===== config.mk =====
export PLATFORM = sky130hd
export DESIGN_NAME = cp0_reg
export DESIGN_NICKNAME = d
export VERILOG_FILES = /design/src/rtl/cp0_reg.sv
export SDC_FILE = /design/constraint.sdc
export NUM_CORES = 1
export LEC_CHECK = 0
export BUFFER_PORTS_ARGS = -buffer_cell sky130_fd_sc_hd__buf_2
export CORE_AREA = 5 5 123 125
export DETAILED_ROUTE_END_ITERATION = 10
export DIE_AREA = 0 0 128 130
export PLACE_DENSITY = 0.87
export SETUP_SLACK_MARGIN = 0.05
export SLEW_MARGIN = 20
export SYNTH_ARGS = -nofsm -noshare
export SYNTH_HDL_FRONTEND = slang
export SYNTH_SLANG_ARGS = --single-unit

===== constraint.sdc =====
create_clock -name clk -period 3.85 [get_ports clk]
set_input_delay 0.385 -clock clk [delete_from_list [all_inputs] [get_ports clk]]
set_output_delay 0.385 -clock clk [all_outputs]
set_load 0.02 [all_outputs]

===== src/rtl/cp0_reg.sv =====
// Coprocessor-0 register block: Count/Compare timer, Status, Cause and EPC,
// with combinational exception encoding and same-cycle mtc0 bypass on reads.
module cp0_reg #(
    parameter bit TIMER_VEC_EN = 1'b1
) (
    input  logic        clk,
    input  logic        rst,
    input  logic        we,
    input  logic [4:0]  waddr,
    input  logic [31:0] wdata,
    input  logic [4:0]  raddr,
    output logic [31:0] rdata,
    input  logic [31:0] pc_i,
    input  logic        syscall_i,
    input  logic        eret_i,
    input  logic        excpt,
    output logic [31:0] excptype,
    output logic [31:0] epc,
    output logic        timer_int
);
    localparam logic [4:0] ADDR_COUNT   = 5'd9;
    localparam logic [4:0] ADDR_COMPARE = 5'd11;
    localparam logic [4:0] ADDR_STATUS  = 5'd12;
    localparam logic [4:0] ADDR_CAUSE   = 5'd13;
    localparam logic [4:0] ADDR_EPC     = 5'd14;

    localparam logic [31:0] EXC_TIMER   = 32'h0000_0004;
    localparam logic [31:0] EXC_SYSCALL = 32'h0000_0100;
    localparam logic [31:0] EXC_ERET    = 32'h0000_0200;

    logic [31:0] count_q, count_d;
    logic [31:0] compare_q, compare_d;
    logic [31:0] status_q, status_d;
    logic [31:0] epc_q, epc_d;
    logic        ip7_q, ip7_d;
    logic [1:0]  ip_sw_q, ip_sw_d;
    logic [4:0]  exc_code_q, exc_code_d;

    logic        wr_count, wr_compare, wr_status, wr_cause, wr_epc;
    logic        timer_match, take_timer, take_sys, take_eret;
    logic [31:0] cause_rd;

    assign wr_count   = we && (waddr == ADDR_COUNT);
    assign wr_compare = we && (waddr == ADDR_COMPARE);
    assign wr_status  = we && (waddr == ADDR_STATUS);
    assign wr_cause   = we && (waddr == ADDR_CAUSE);
    assign wr_epc     = we && (waddr == ADDR_EPC);

    assign cause_rd  = {16'b0, ip7_q, 5'b0, ip_sw_q, 1'b0, exc_code_q, 2'b0};
    assign timer_int = ip7_q;

    always_comb begin
        excptype = 32'h0;
        if (ip7_q && status_q[15] && status_q[0] && !status_q[1])
            excptype = EXC_TIMER;
        else if (syscall_i && !status_q[1])
            excptype = EXC_SYSCALL;
        else if (eret_i)
            excptype = EXC_ERET;
    end

    assign take_timer  = excpt && (excptype == EXC_TIMER);
    assign take_sys    = excpt && (excptype == EXC_SYSCALL);
    assign take_eret   = excpt && (excptype == EXC_ERET);
    assign timer_match = TIMER_VEC_EN && (count_q == compare_q) && (compare_q != 32'h0);

    // Exception effects are applied after the mtc0 value so they win on the
    // fields they touch while other written bits still land.
    always_comb begin
        count_d    = wr_count ? wdata : count_q + 32'd1;
        compare_d  = wr_compare ? wdata : compare_q;
        ip7_d      = wr_compare ? 1'b0 : (timer_match ? 1'b1 : ip7_q);
        status_d   = wr_status ? wdata : status_q;
        ip_sw_d    = wr_cause ? wdata[9:8] : ip_sw_q;
        exc_code_d = exc_code_q;
        epc_d      = wr_epc ? wdata : epc_q;
        if (take_timer || take_sys) begin
            status_d[1] = 1'b1;
            epc_d       = pc_i;
            exc_code_d  = take_sys ? 5'd8 : 5'd0;
        end else if (take_eret) begin
            status_d[1] = 1'b0;
        end
    end

    always_ff @(posedge clk or negedge rst) begin
        if (!rst) begin
            count_q    <= 32'h0;
            compare_q  <= 32'h0;
            status_q   <= 32'h0000_8001;
            epc_q      <= 32'h0;
            ip7_q      <= 1'b0;
            ip_sw_q    <= 2'b0;
            exc_code_q <= 5'b0;
        end else begin
            count_q    <= count_d;
            compare_q  <= compare_d;
            status_q   <= status_d;
            epc_q      <= epc_d;
            ip7_q      <= ip7_d;
            ip_sw_q    <= ip_sw_d;
            exc_code_q <= exc_code_d;
        end
    end

    always_comb begin
        rdata = 32'h0;
        case (raddr)
            ADDR_COUNT:   rdata = wr_count ? wdata : count_q;
            ADDR_COMPARE: rdata = wr_compare ? wdata : compare_q;
            ADDR_STATUS:  rdata = wr_status ? wdata : status_q;
            ADDR_CAUSE:   rdata = wr_cause ? {cause_rd[31:10], wdata[9:8], cause_rd[7:0]} : cause_rd;
            ADDR_EPC:     rdata = wr_epc ? wdata : epc_q;
            default:      rdata = 32'h0;
        endcase
    end

    assign epc = wr_epc ? wdata : epc_q;
endmodule


==> qor.txt <==
fraction of layout cells with a size suffix above 1 - 0.336
slew margin rel. - 0.392
Leak - 4.22 nW
Die Y - 130 um
vias per cell - 6.33
f_max - 326 MHz
Hold Buf Count CTS - 0
critical path capture point type - output port
initial antenna violation count - 2
drt drc - 0
full die area - 0.0166 mm^2
setup violators final - 0
Clock Path Buffers - 2
CP arrival - 2680 ps
Crit Path Category - in -> out
Main synth FF type - dfrtp_1
I/O pin cnt - 177
area leader, netlist - dfrtp_1
TritonRoute pass-1 iters - 5
Worst Hold Class - in -> async
final RePlAce weighted congestion - 1.00
startpoint types - input port
Setup TNS - 0 ps
global-route wire length before repair - 38.8 mm
Slew Limit Fails - 0
fin util - 0.682
worst slew pin tran - 910 ps
total power - 5.71 mW
register area share after synthesis - 0.409
CORE AREA - 0.0138 mm^2
port bufs - 147
Layout Area Growth over Synthesis - 16.3%
Worst Clk Skew - 7.15 ps
setup bufs post-CTS - 0
Worst path max stage delay - 780 ps
Detailed Route Iter0 Violations - 905
largest net degree at the start of global routing - 70
R2R depth - 5
Worst EP required - 3460 ps
Antenna Nets Post-Route - 0
final global-route overflow total - 0
synth warn - 0
Initial Util - 0.587
via count of the routed design - 7212
top-area cell type share of the netlist area - 0.403
final net count - 1026
DR WL met3 - 2.86 mm
Cell variety after synth - 59
Synth area leaders - dfrtp_1, mux2_2, xnor2_1
ys async rst share - 1.00
GRT Total Usage - 0.299
Chip Width - 128 um
number of synthesized flops with an enable pin - 0
CTS tree - built
pwr dens - 607 mW/mm^2
VDD IR max - 357 uV
Syn Area/Cell - 9.80 um^2
Worst R2R Start - count_q[5]$_DFF_PN0_
synthesized area - 0.00808 mm^2
Final Hold Fails - 0
RR Endpoint - count_q[31]$_DFF_PN0_
htree depth - 4
root buffer cell - clkbuf_16
Worst path slowest cell - nor2_4
unrepaired setup endpoints after global routing - false
Clock Latency Late Sink - 430 ps
Sink Count - 132
final worst path period need - 3070 ps
status - finished clean
Routed WL per cell - 21.8 um
Fillers - 1019
Rows - 43
top sig layer - met4
period utilisation layout - 0.796
crit path cell chain - buf_2 > nand4b_1 > nor2_4 > buf_4 > mux2_2 > nor2_1 > o32ai_1 > buf_2
TritonCTS buffer count - 17
R2R Setup Slk - 1750 ps
wire length on met2 - 11.4 mm
crit-path max FO - 25
Max Cap Viol - 0
number of global-route vias before repair - 7113
most used cell, CP - buf_2
hpwl dp - 17.1 mm
Syn Inst Count - 824
post-CTS sizing - 0
drt total wl - 24.8 mm
M1 WL - 9.73 mm
Worst-path clk slew - 50 ps
#FFs+latches synth - 132
worst max-delay path by stage:
stage,from,end,depth (start not counted)
2_1_floorplan,waddr[0],rdata[23],6
3_3_place_gp,waddr[0],rdata[23],8
3_5_place_dp,waddr[0],rdata[27],8
4_1_cts,waddr[0],rdata[27],8
5_1_grt,waddr[0],rdata[21],8
6_report,waddr[0],rdata[27],8
routing by layer:
layer | vias to the layer above | GRT usage
met2 | 505 | 0.461
met3 | 82 | 0.0876
li1 | 3120 | -
met1 | 3505 | 0.397
met4 | 0 | 0.123
met5 | - | 0
area by class of cell:
cell class              count  area (um^2)  area share
multi-input cells         606         4270       0.454
flip-flops and latches    132         3310       0.352
repair buffers            163          858      0.0913
clock buffers              23          468      0.0498
well taps                 180          225      0.0240
clock inverters             9          175      0.0186
inverters                  25         93.8     0.00999
diodes                      2         5.00    0.000533
kinds of logic (layout without fill, tap and decap cells):
family,Yosys count,count (layout),synth area share
multiplexers,137,137,0.186
flip-flops,132,132,0.409
XOR/XNOR,61,61,0.0661
adder cells (fa/ha/maj),1,1,0.00155
buffers and inverters,114,220,0.0767
other,1,31,0.000464
AO/OA/AOI/OAI,133,133,0.102
AND/OR/NAND/NOR,245,245,0.157
metrics by stage:
step	hold slack [ps]	worst slack [ps]	cells	cell area (um^2)
after floorplan	89.4	1380	852	8180
final	66.3	784	1140	9400
after global placement	462	953	1106	8750
after detailed placement	476	801	1106	8750
after CTS	90.5	812	1138	9390
after global routing	147	691	1140	9400
worst max-delay path: cells and delay by family:
kind / cells / cell delay (ps)
compound gates: 1 / 90
simple gates: 3 / 1190
mux: 1 / 370
buf+inv: 3 / 610
registers in the layout (all words and copies together) (netlist names):
signal	flops
epc_q	32
compare_q	32
status_q	32
exc_code_q	1
timer_int	1
count_q	32
ip_sw_q	2
cell usage after synthesis (all sizes together), types with 11 or more instances:
cell      n
a21oi    74
buf      51
clkbuf   38
dfrtp   130
inv      25
mux2    107
mux2i    30
nand2    37
nand3    16
nand4    21
nor2     82
nor3     37
nor4     18
o21ai    11
o32ai    21
xnor2    45
xor2     16
where the power goes:
group | leakage, nW | switching, mW | internal (mW)
Clock | 0.307 | 0.607 | 1.18
Sequential | 1.59 | 0.415 | 1.76
Combinational | 2.33 | 0.980 | 0.766
cells in the final DEF (no fill, tap or decap), types with 3 or more instances in the layout:
cell,netlist,layout
a211oi_1,3,3
a21oi_1,72,72
a31oi_1,4,4
and3_1,3,3
and4_1,3,3
buf_2,9,146
buf_4,33,17
bufinv_16,0,5
clkbuf_1,34,4
clkbuf_16,0,17
conb_1,1,29
dfrtp_1,130,130
inv_1,24,24
mux2_2,107,107
mux2i_1,30,30
nand2_1,37,37
nand2b_1,5,5
nand3_1,14,14
nand4_1,21,21
nand4b_1,3,3
nor2_1,82,81
nor3_1,37,37
nor4_1,11,11
nor4_2,6,6
o21ai_0,11,11
o22ai_1,5,5
o32ai_1,21,21
or2_2,4,4
or3_1,3,3
xnor2_1,45,45
xor2_1,16,16
No activity file was read; power rests on OpenSTA's default activity.
